**config.mk**
```make
export PLATFORM = sky130hd
export DESIGN_NAME = b_fsm
export DESIGN_NICKNAME = d
export VERILOG_FILES = /design/src/rtl/b_fsm_pkg.sv /design/src/rtl/b_fsm.sv
export SDC_FILE = /design/constraint.sdc
export NUM_CORES = 1
export LEC_CHECK = 0
export ABC_CLOCK_PERIOD_IN_PS = 1700
export BUFFER_PORTS_ARGS = -buffer_cell sky130_fd_sc_hd__buf_2
export CORE_AREA = 2 2 39 41
export CTS_CLUSTER_DIAMETER = 30
export DETAILED_ROUTE_END_ITERATION = 16
export DIE_AREA = 0 0 41 43
export PLACE_DENSITY = 0.35
export RECOVER_POWER = 100
export SETUP_SLACK_MARGIN = 0.02
export SLEW_MARGIN = 20
export SYNTH_ARGS = -nofsm -noshare
export SYNTH_HDL_FRONTEND = slang
export SYNTH_SLANG_ARGS = --single-unit
```
**constraint.sdc**
```tcl
create_clock -name clk -period 1.7 [get_ports clk]
set_clock_uncertainty 0.05 [all_clocks]
set_input_delay 0.255 -clock clk [delete_from_list [all_inputs] [get_ports clk]]
set_output_delay 0.255 -clock clk [all_outputs]
set_load 0.05 [all_outputs]
```
**src/rtl/b_fsm_pkg.sv**
```systemverilog
// Shared types and constants for the b_fsm serial Mealy machine.
// Holds the 3-bit state encoding, the reset state and a helper that flags unused encodings.
package b_fsm_pkg;

    typedef enum logic [2:0] {
        ST_A = 3'b000,
        ST_B = 3'b001,
        ST_C = 3'b010,
        ST_D = 3'b011,
        ST_E = 3'b100
    } state_t;

    localparam state_t ST_RESET = ST_B;

    // Encodings 101, 110 and 111 are never reached in normal operation.
    function automatic logic is_illegal(input logic [2:0] s);
        return s[2] && (s[1:0] != 2'b00);
    endfunction

endpackage

```
**src/rtl/b_fsm.sv**
```systemverilog
// Five-state Mealy FSM on a serial input; y_out is combinational from state and x_in.
// Define B_FSM_DEBUG_EN to add the state_out and illegal_state observation ports.
//
// state | meaning
// A     | 000, idle after a completed pattern
// B     | 001, reset / recovery state
// C     | 010, reached from D on x_in=1
// D     | 011, reached from E on x_in=1
// E     | 100, first 1 seen from A or B
module b_fsm
    import b_fsm_pkg::*;
(
    output logic       y_out,
    input  logic       x_in,
    input  logic       clk,
    input  logic       reset
`ifdef B_FSM_DEBUG_EN
    ,
    output logic [2:0] state_out,
    output logic       illegal_state
`endif
);

    state_t state_q;
    state_t state_d;

    always_ff @(posedge clk or posedge reset) begin
        if (reset) begin
            state_q <= ST_RESET;
        end else begin
            state_q <= state_d;
        end
    end

    // Unused encodings fall into default and steer back to B.
    always_comb begin
        state_d = ST_RESET;
        case (state_q)
            ST_A:    state_d = x_in ? ST_E : ST_A;
            ST_B:    state_d = x_in ? ST_E : ST_B;
            ST_C:    state_d = x_in ? ST_A : ST_B;
            ST_D:    state_d = x_in ? ST_C : ST_B;
            ST_E:    state_d = x_in ? ST_D : ST_A;
            default: state_d = ST_RESET;
        endcase
    end

    always_comb begin
        y_out = 1'b0;
        case (state_q)
            ST_A:    y_out = x_in;
            ST_B:    y_out = x_in;
            ST_C:    y_out = x_in;
            ST_D:    y_out = x_in;
            ST_E:    y_out = ~x_in;
            default: y_out = 1'b0;
        endcase
    end

`ifdef B_FSM_DEBUG_EN
    assign state_out     = state_q;
    assign illegal_state = is_illegal(state_q);
`endif

endmodule

```
==> summary.md, run 1 <==
| Metric | Value |
|---|---|
| Number of antenna violations at the first check in global routing | 0 |
| Clock slew at the register clock pins of the worst setup and hold paths | ~0.040 ns |
| Final worst-path cycle share | between 90% and 100% |
| Cells on Worst Hold Path | 3 |
| Crit-path max cell delay | between 0.3 and 0.4 ns |
| Number of max-slew violations in the final report | 0 |
| Levels on crit path | 3 |
| Total of endpoints with negative setup slack in the final report | 0 |
| Largest net degree at the start of global routing | 5 |
| Path depth of the worst reg2reg path | 2 |
| Width of the die | a little over 40 um |
| Req. time, crit path | approximately 1.4 ns |
| Flip-flop count of the largest register, all copies and words added | 3 |
| Post-synth top area cell | sky130_fd_sc_hd__dfrtp_1 |
| Antenna Diode Count | 0 |
| Num Clock Sinks | 3 |
| Via count of the first global-routing pass | approximately 130 |
| Fraction of power consumed by combinational cells | between 10 and 15% |
| Post-Synthesis Cell Area | 134 um2 |
| Port Buffer Count | 3 |
| PwrDens | about 1200 mW/mm2 |
| Critical Path Sink Type | output pin |
| RSZ-0062 raised after global routing | false |
| Register ranked first by flip-flop count | state_q |
| DRC viols | 0 |
| Drt via density | about 3.1 |
| Synthesized instance count | 11 |
| Kind of cell adding the most delay to the critical path | flip-flops |
| CP max FO | 4 |
| Standard-cell row count | 14 |
| Worst VDD drop | 0.333 mV |
| Seq cells post-synth | 3 |
| Total global routing track utilization | roughly 5% |
| Count of routing violations after the opening detailed-route iteration | 0 |
| Clock period minus final worst setup slack | approximately 1.6 ns |
| Worst skew pair latency | 0.23 ns |
| Setup CP Type | reg -> out |
| Cell types occupying the most area after synthesis | sky130_fd_sc_hd__dfrtp_1, sky130_fd_sc_hd__dfstp_2, sky130_fd_sc_hd__and4bb_1, sky130_fd_sc_hd__a31o_1, sky130_fd_sc_hd__nor2b_2 |
| Final hold viol count | 0 |
| Yosys warns | 0 |
| Net load switching power | just over 60 uW |
| Initial cell density of the core | 9.67% |
| Maximum level of the CTS H-tree | 1 |
| Core Region | between 0.001 and 0.0015 mm2 |
| Number of optimization iterations in the first detailed-route pass | 1 |
| Count of fill cells added during filler insertion | between 150 and 200 |
| Final net count | 23 |
| Sequential element share of the synthesized area | ~57% |
| Share of final-layout standard cells stronger than drive strength 1 | about a third |
| Total negative slack for setup checks | 0 ns |
| Syn avg cell area | between 10 and 15 um2 |
| Library cell used as clock root buffer | sky130_fd_sc_hd__clkbuf_4 |
| Leakage power summed over all cells | about 0.0001 uW |
| Relative contribution of the clock network to total power | a little over 50% |
| Number of ports placed on the die boundary | 4 |
| Area Overhead vs Synth | 51.4% |
| Max Clk Rate | around 640 MHz |
| Number of nets with antenna violations after routing | 0 |
| Series of cell instances along the critical path | nor3_1 > a21o_1 > buf_2 |
| Register share of total power | between 30% and 40% |
| Reported max-cap violation count | 0 |
| Post-CTS setup buffer count | 0 |
| Clock Path Buffers | 2 |
| Wire length of the first global-routing pass | roughly 500 um |
| Largest registers | state_q x3 |
| Class of the tightest hold or removal check | in -> reg |
| Overall overflow remaining after global route | 0 |
| Number of buffers and inverters on the critical path | 1 |
| Fraction of post-synthesis cell area in the top cell type by area | 37.4% |
| Commonest cells after routing, fill and taps aside | sky130_fd_sc_hd__clkbuf_4, sky130_fd_sc_hd__buf_2, sky130_fd_sc_hd__dfrtp_1 |
| Critical path's slowest cell | sky130_fd_sc_hd__dfrtp_1 |
| Die H | roughly 43 um |
| Final hold slack | approximately 0.27 ns |
| Net switching share of the total power | between 20% and 30% |
| Synthesized Nets | 14 |
| Drt wl/cell | ~7.7 um |
| Rel. slew slack | a little over four fifths |
| TritonCTS clock tree | yes |
| Transition time of the tightest slew-check pin | around 0.23 ns |
| Drt total wl | around 270 um |
| Count of unique library cells instantiated by Yosys | 10 |
| Result of the run | finished clean |
| Final weighted congestion in routability-driven placement | 0.607 |
| Data arrival time of the worst path | ~1.3 ns |
| Int Pwr | between 150 and 200 uW |
| DR vias | between 100 and 150 |
| CTS buffer count | 3 |
| Startpoint class of the critical path | flip-flop |
| Area enclosed by the die boundary | around 0.0018 mm2 |
worst register-to-register path, cell delays in order (launching register included):
cell	delay [ns]
sky130_fd_sc_hd__dfstp_1	0.53
sky130_fd_sc_hd__and4bb_1	0.21
sky130_fd_sc_hd__a31o_1	0.19
cell usage after synthesis:
library cell	n
sky130_fd_sc_hd__and2b_1	1
sky130_fd_sc_hd__inv_1	1
sky130_fd_sc_hd__a21o_1	1
sky130_fd_sc_hd__dfrtp_1	2
sky130_fd_sc_hd__nor2b_2	1
sky130_fd_sc_hd__a31o_1	1
sky130_fd_sc_hd__nor2_1	1
sky130_fd_sc_hd__and4bb_1	1
sky130_fd_sc_hd__dfstp_2	1
sky130_fd_sc_hd__nor3_1	1
path summary, 6_finish.rpt:
kind	to	slack [ns]	from
max	y_out	0.14	state_q[1]$_DFF_PP0_
min	state_q[0]$_DFF_PP1_	0.27	x_in
min reg2reg	state_q[1]$_DFF_PP0_	0.50	state_q[1]$_DFF_PP0_
max in group asynchronous	state_q[0]$_DFF_PP1_	0.99	reset
max reg2reg	state_q[1]$_DFF_PP0_	0.61	state_q[0]$_DFF_PP1_
min in group asynchronous	state_q[1]$_DFF_PP0_	0.39	reset
repair_timing:
item                                   in CTS  in global routing
gates resized for setup                     0                  0
endpoints found under the hold margin       2                  0
hold buffers                                1                  0
metrics by stage:
step                      area, um2  instances  power (uW)  setup WS, ns  utilization (%)
after floorplan                 134         11         111         0.398                -
after global placement          169         30         119         0.379             12.2
after detailed placement        169         30         120         0.382             12.2
after CTS                       205         35         253         0.127             14.8
after global routing            203         35         269        0.0364             14.6
final                           203         35         243         0.137             14.6
layer usage:
layer  up-vias  wire (um)  global-route usage (%)
li1         53          -                       -
met1        49        115                    4.87
met2         6        101                    5.00
met3         2         32                    3.66
met4         0         19                    8.00
met5         -          0                       0
logic make-up (layout without fill, tap and decap cells):
logic type / Yosys count / count (layout) / synth area share (%)
AND/OR/NAND/NOR: 5 / 5 / 28.0
AO/OA/AOI/OAI: 2 / 2 / 12.2
buffers and inverters: 1 / 9 / 2.80
flip-flops: 3 / 3 / 57.0
layout make-up:
type                            instances  area (um2)  area share, %
Sequential cell                         3        76.3           37.7
Timing Repair Buffer                    4        25.0           12.3
Tap cell                               16        20.0           9.88
Clock buffer                            4        26.3           13.0
Inverter                                1        3.75           1.85
Multi-Input combinational cell          7        51.3           25.3
power by group through the flow:
stage	clock, uW	sequential (uW)	combinational, uW
global placement	0	87.5	31.1
CTS	131	87.0	34.1
detailed placement	0	88.0	32.1
floorplan	0	86.6	24.8
global route	146	87.1	36.0
finish	124	85.5	33.2
Power figures use the tool's default switching activity.
==> run 2: changes to the inputs <==
--- a/config.mk
+++ b/config.mk
@@ -5,13 +5,13 @@
 export SDC_FILE = /design/constraint.sdc
 export NUM_CORES = 1
 export LEC_CHECK = 0
+export ABC_AREA = 1
 export ABC_CLOCK_PERIOD_IN_PS = 1700
 export BUFFER_PORTS_ARGS = -buffer_cell sky130_fd_sc_hd__buf_2
-export CORE_AREA = 2 2 39 41
-export CTS_CLUSTER_DIAMETER = 30
+export CORE_AREA = 3 3 40 42
 export DETAILED_ROUTE_END_ITERATION = 16
-export DIE_AREA = 0 0 41 43
-export PLACE_DENSITY = 0.35
+export DIE_AREA = 0 0 43 45
+export PLACE_DENSITY = 0.37
 export RECOVER_POWER = 100
 export SETUP_SLACK_MARGIN = 0.02
 export SLEW_MARGIN = 20
==> run 2 against run 1 <==
  * Area after synthesis up 16%
  * Sequential cell count unchanged
  * Final cell count grew 26%
==> summary.md, run 2 <==
| Metric | Value |
|---|---|
| Worst VDD drop | 0.301 mV (-9.7%) |
| Slack of the worst reg-to-reg path | 0.81 ns (+0.20 ns) |
| TritonCTS clock tree | yes |
| Synthesized instance count | 21 (+10) |
| Worst skew pair latency | 0.23 ns (about the same) |
| Rel. slew slack | 81.7% (-2.7 points) |
| Total global routing track utilization | 4.26% (-0.78 points) |
| Area enclosed by the die boundary | 0.00194 mm2 (+9.8%) |
| Leakage power summed over all cells | 0.000129 uW (+29%) |
| Via count of the first global-routing pass | 145 (+13%) |
| Crit-path most repeated cell | sky130_fd_sc_hd__nand2_1 |
| Class of the tightest hold or removal check | in -> reg |
| Req. time, crit path | 1.39 ns (about the same) |
| Asr flop ratio synth | 100% (unchanged) |
| Cell count after placement | 39 (+30%) |
| Startpoint class of the critical path | flip-flop |
| Largest registers | state_q x3 |
| Top-count cell post-synth | sky130_fd_sc_hd__nand2_1 |
| Sequential element share of the synthesized area | 49.2% (-7.8 points) |
| PwrDens | 1170 mW/mm2 (-2.3%) |
| Width of the die | 43 um (+4.9%) |
| Number of max-slew violations in the final report | 0 (unchanged) |
| Transition time of the tightest slew-check pin | 0.276 ns (+0.0434 ns) |
| Core Region | 0.00128 mm2 (-7.1%) |
| Overall overflow remaining after global route | 0 (unchanged) |
| Number of buffers and inverters on the critical path | 1 (unchanged) |
| Commonest cells after routing, fill and taps aside | sky130_fd_sc_hd__nand2_1, sky130_fd_sc_hd__inv_1, sky130_fd_sc_hd__nor2_1, sky130_fd_sc_hd__clkbuf_4 |
| Antenna Diode Count | 0 (unchanged) |
| Count of unique library cells instantiated by Yosys | 9 (-1) |
| Drt wl/cell | 6.55 um (-15%) |
| Final worst-path cycle share | 89.2% (-2.7 points) |
| Number of ports placed on the die boundary | 4 (unchanged) |
| Total of endpoints with negative setup slack in the final report | 0 (unchanged) |
| Most common cell after layout, fill and taps aside | sky130_fd_sc_hd__nand2_1 |
| Number of optimization iterations in the first detailed-route pass | 3 (+2) |
| DRC viols | 0 (unchanged) |
| Yosys warns | 0 (unchanged) |
| Die H | 45 um (+4.7%) |
| Cell types occupying the most area after synthesis | sky130_fd_sc_hd__dfrtp_1, sky130_fd_sc_hd__dfstp_2, sky130_fd_sc_hd__nand2_1, sky130_fd_sc_hd__inv_1, sky130_fd_sc_hd__nor2_4 |
| Result of the run | finished clean |
| Synthesized Nets | 24 (+10) |
| Max Clk Rate | 659 MHz (+3.1%) |
| Launching point of the worst reg2reg path | state_q[0]$_DFF_PP1_ |
| Clock Path Buffers | 2 (unchanged) |
| Number of nets with antenna violations after routing | 0 (unchanged) |
| Area Overhead vs Synth | 40.3% |
| Path depth of the worst reg2reg path | 2 (unchanged) |
| Startpoint of the worst hold path | x_in |
| Count of routing violations after the opening detailed-route iteration | 5 (+5) |
| Clock slew at the register clock pins of the worst setup and hold paths | 0.04 ns (about the same) |
| Final hold slack | 0.216 ns (-0.0543 ns) |
| Crit-path max cell delay | 0.39 ns (about the same) |
| Worst flop-to-flop path endpoint | state_q[0]$_DFF_PP1_ |
| Post-CTS setup buffer count | 0 (unchanged) |
| CP max FO | 3 (-1) |
| Total negative slack for setup checks | 0 ns (unchanged) |
| Clock period minus final worst setup slack | 1.52 ns (-0.0464 ns) |
| Number of antenna violations at the first check in global routing | 0 (unchanged) |
| Register ranked first by flip-flop count | state_q |
| Reported max-cap violation count | 0 (unchanged) |
| Global-route met1 utilization | 3.88% (-0.99 points) |
| Flip-flop count of the largest register, all copies and words added | 3 (unchanged) |
| Peak-usage layer in the global routing report | met4 |
| Maximum level of the CTS H-tree | 1 (unchanged) |
| Port Buffer Count | 3 (unchanged) |
| Library cell used as clock root buffer | sky130_fd_sc_hd__clkbuf_4 |
| Critical path's slowest cell | sky130_fd_sc_hd__dfrtp_1 |
| Non-filler instance count after layout | 44 (+26%) |
| Setup CP Type | reg -> out |
| Post-route core utilization | 16.9% (+2.3 points) |
| Pwr Total | 255 uW (+4.9%) |
| Series of cell instances along the critical path | nor2_1 > nand2_1 > nand2_1 > clkbuf_2 |
| Hold-fix buffers, CTS | 1 (unchanged) |
| DR vias | 133 (+21%) |
| Post-Synthesis Cell Area | 155 um2 (+16%) |
| Resized cells post-CTS | 0 (unchanged) |
| Critical Path Sink Type | output pin |
| Num Clock Sinks | 3 (unchanged) |
| RSZ-0062 raised after global routing | false |
| Kind of cell adding the most delay to the critical path | flip-flops |
| CTS buffer count | 3 (unchanged) |
| Fraction of post-synthesis cell area in the top cell type by area | 32.3% (-5.1 points) |
| Final hold viol count | 0 (unchanged) |
| Data arrival time of the worst path | 1.21 ns (-0.05 ns) |
| Post-synth top area cell | sky130_fd_sc_hd__dfrtp_1 |
| Cells on Worst Hold Path | 2 (-1) |
| Most used flip-flop cell after synthesis | sky130_fd_sc_hd__dfrtp_1 |
| Final weighted congestion in routability-driven placement | 0.594 (-2.2%) |
| Share of final-layout standard cells stronger than drive strength 1 | 34.5% (+2.9 points) |
| EDFF count, synth | 0 (unchanged) |
| DP Wirelength | 206 um |
| Largest net degree at the start of global routing | 5 (unchanged) |
| WHS Endpoint | state_q[0]$_DFF_PP1_ |
| Met2 Resource Use GR | 4.79% (-0.21 points) |
| Most instantiated cells after synthesis | sky130_fd_sc_hd__nand2_1, sky130_fd_sc_hd__inv_1, sky130_fd_sc_hd__dfrtp_1, sky130_fd_sc_hd__inv_2, sky130_fd_sc_hd__nor2_1 |
| Drt via density | 3.02 (-3.8%) |
| Final net count | 33 (+43%) |
| Routing usage on met3 | 1.59% (-2.1 points) |
| Drt total wl | 288 um (+7.5%) |
| Seq cells post-synth | 3 (unchanged) |
| Initial cell density of the core | 12.1% (+2.4 points) |
| Standard-cell row count | 13 (-1) |
| Syn avg cell area | 7.39 um2 (-39%) |
| Wire length of the first global-routing pass | 496 um (unchanged) |
==> run 2: final cells by class <==
class | count | area [um2]
Fill cell | 150 | 1070
Sequential cell | 3 | 76.3
Multi-Input combinational cell | 12 | 48.8
Clock buffer | 4 | 26.3
Timing Repair Buffer | 4 | 25.0
Inverter | 6 | 22.5
Tap cell | 15 | 18.8
==> run 2: where the power goes <==
| part | leakage (uW) | switching (uW) | total, uW | internal, uW |
|---|---|---|---|---|
| Sequential | 0.0000366 | 5.85 | 89.0 | 83.2 |
| Clock | 0.0000150 | 36.1 | 124 | 87.9 |
| Combinational | 0.0000773 | 29.0 | 41.6 | 12.6 |
| Total | 0.000129 | 70.9 | 255 | 184 |
==> run 2: kinds of logic (layout without fill, tap and decap cells) <==
kind of cell    Yosys count  count (layout)  share of synthesized area [%]
simple gates             11              11                           33.1
buf+inv                   6              14                           14.5
flops                     3               3                           49.2
compound gates            1               1                           3.22
==> run 2: worst max path at each step <==
stage               cells past startpoint    end            startpoint
global route                            4  y_out  state_q[1]$_DFF_PP0_
finish                                  4  y_out  state_q[1]$_DFF_PP0_
CTS                                     4  y_out  state_q[1]$_DFF_PP0_
floorplan                               3  y_out  state_q[1]$_DFF_PP0_
detailed placement                      4  y_out  state_q[1]$_DFF_PP0_
global placement                        4  y_out  state_q[1]$_DFF_PP0_
==> run 2: stage by stage <==
step	worst slack, ns	cell area [um2]
4_1_cts	0.175	225
6_report	0.183	218
3_3_place_gp	0.468	189
5_1_grt	0.0890	218
2_1_floorplan	0.452	155
3_5_place_dp	0.432	189
==> run 2: per-layer routing <==
metal  up-vias  share of wire [%]
li1         73                  -
met1        52                 46
met2         6                 36
met3         2                 11
met4         0                5.9
met5         -                  0
==> run 2: worst register-to-register path: stages, from the launching register on <==
cell and delay, ns:
sky130_fd_sc_hd__dfstp_2 0.52, sky130_fd_sc_hd__nor2_1 0.06, sky130_fd_sc_hd__o21ai_0 0.18
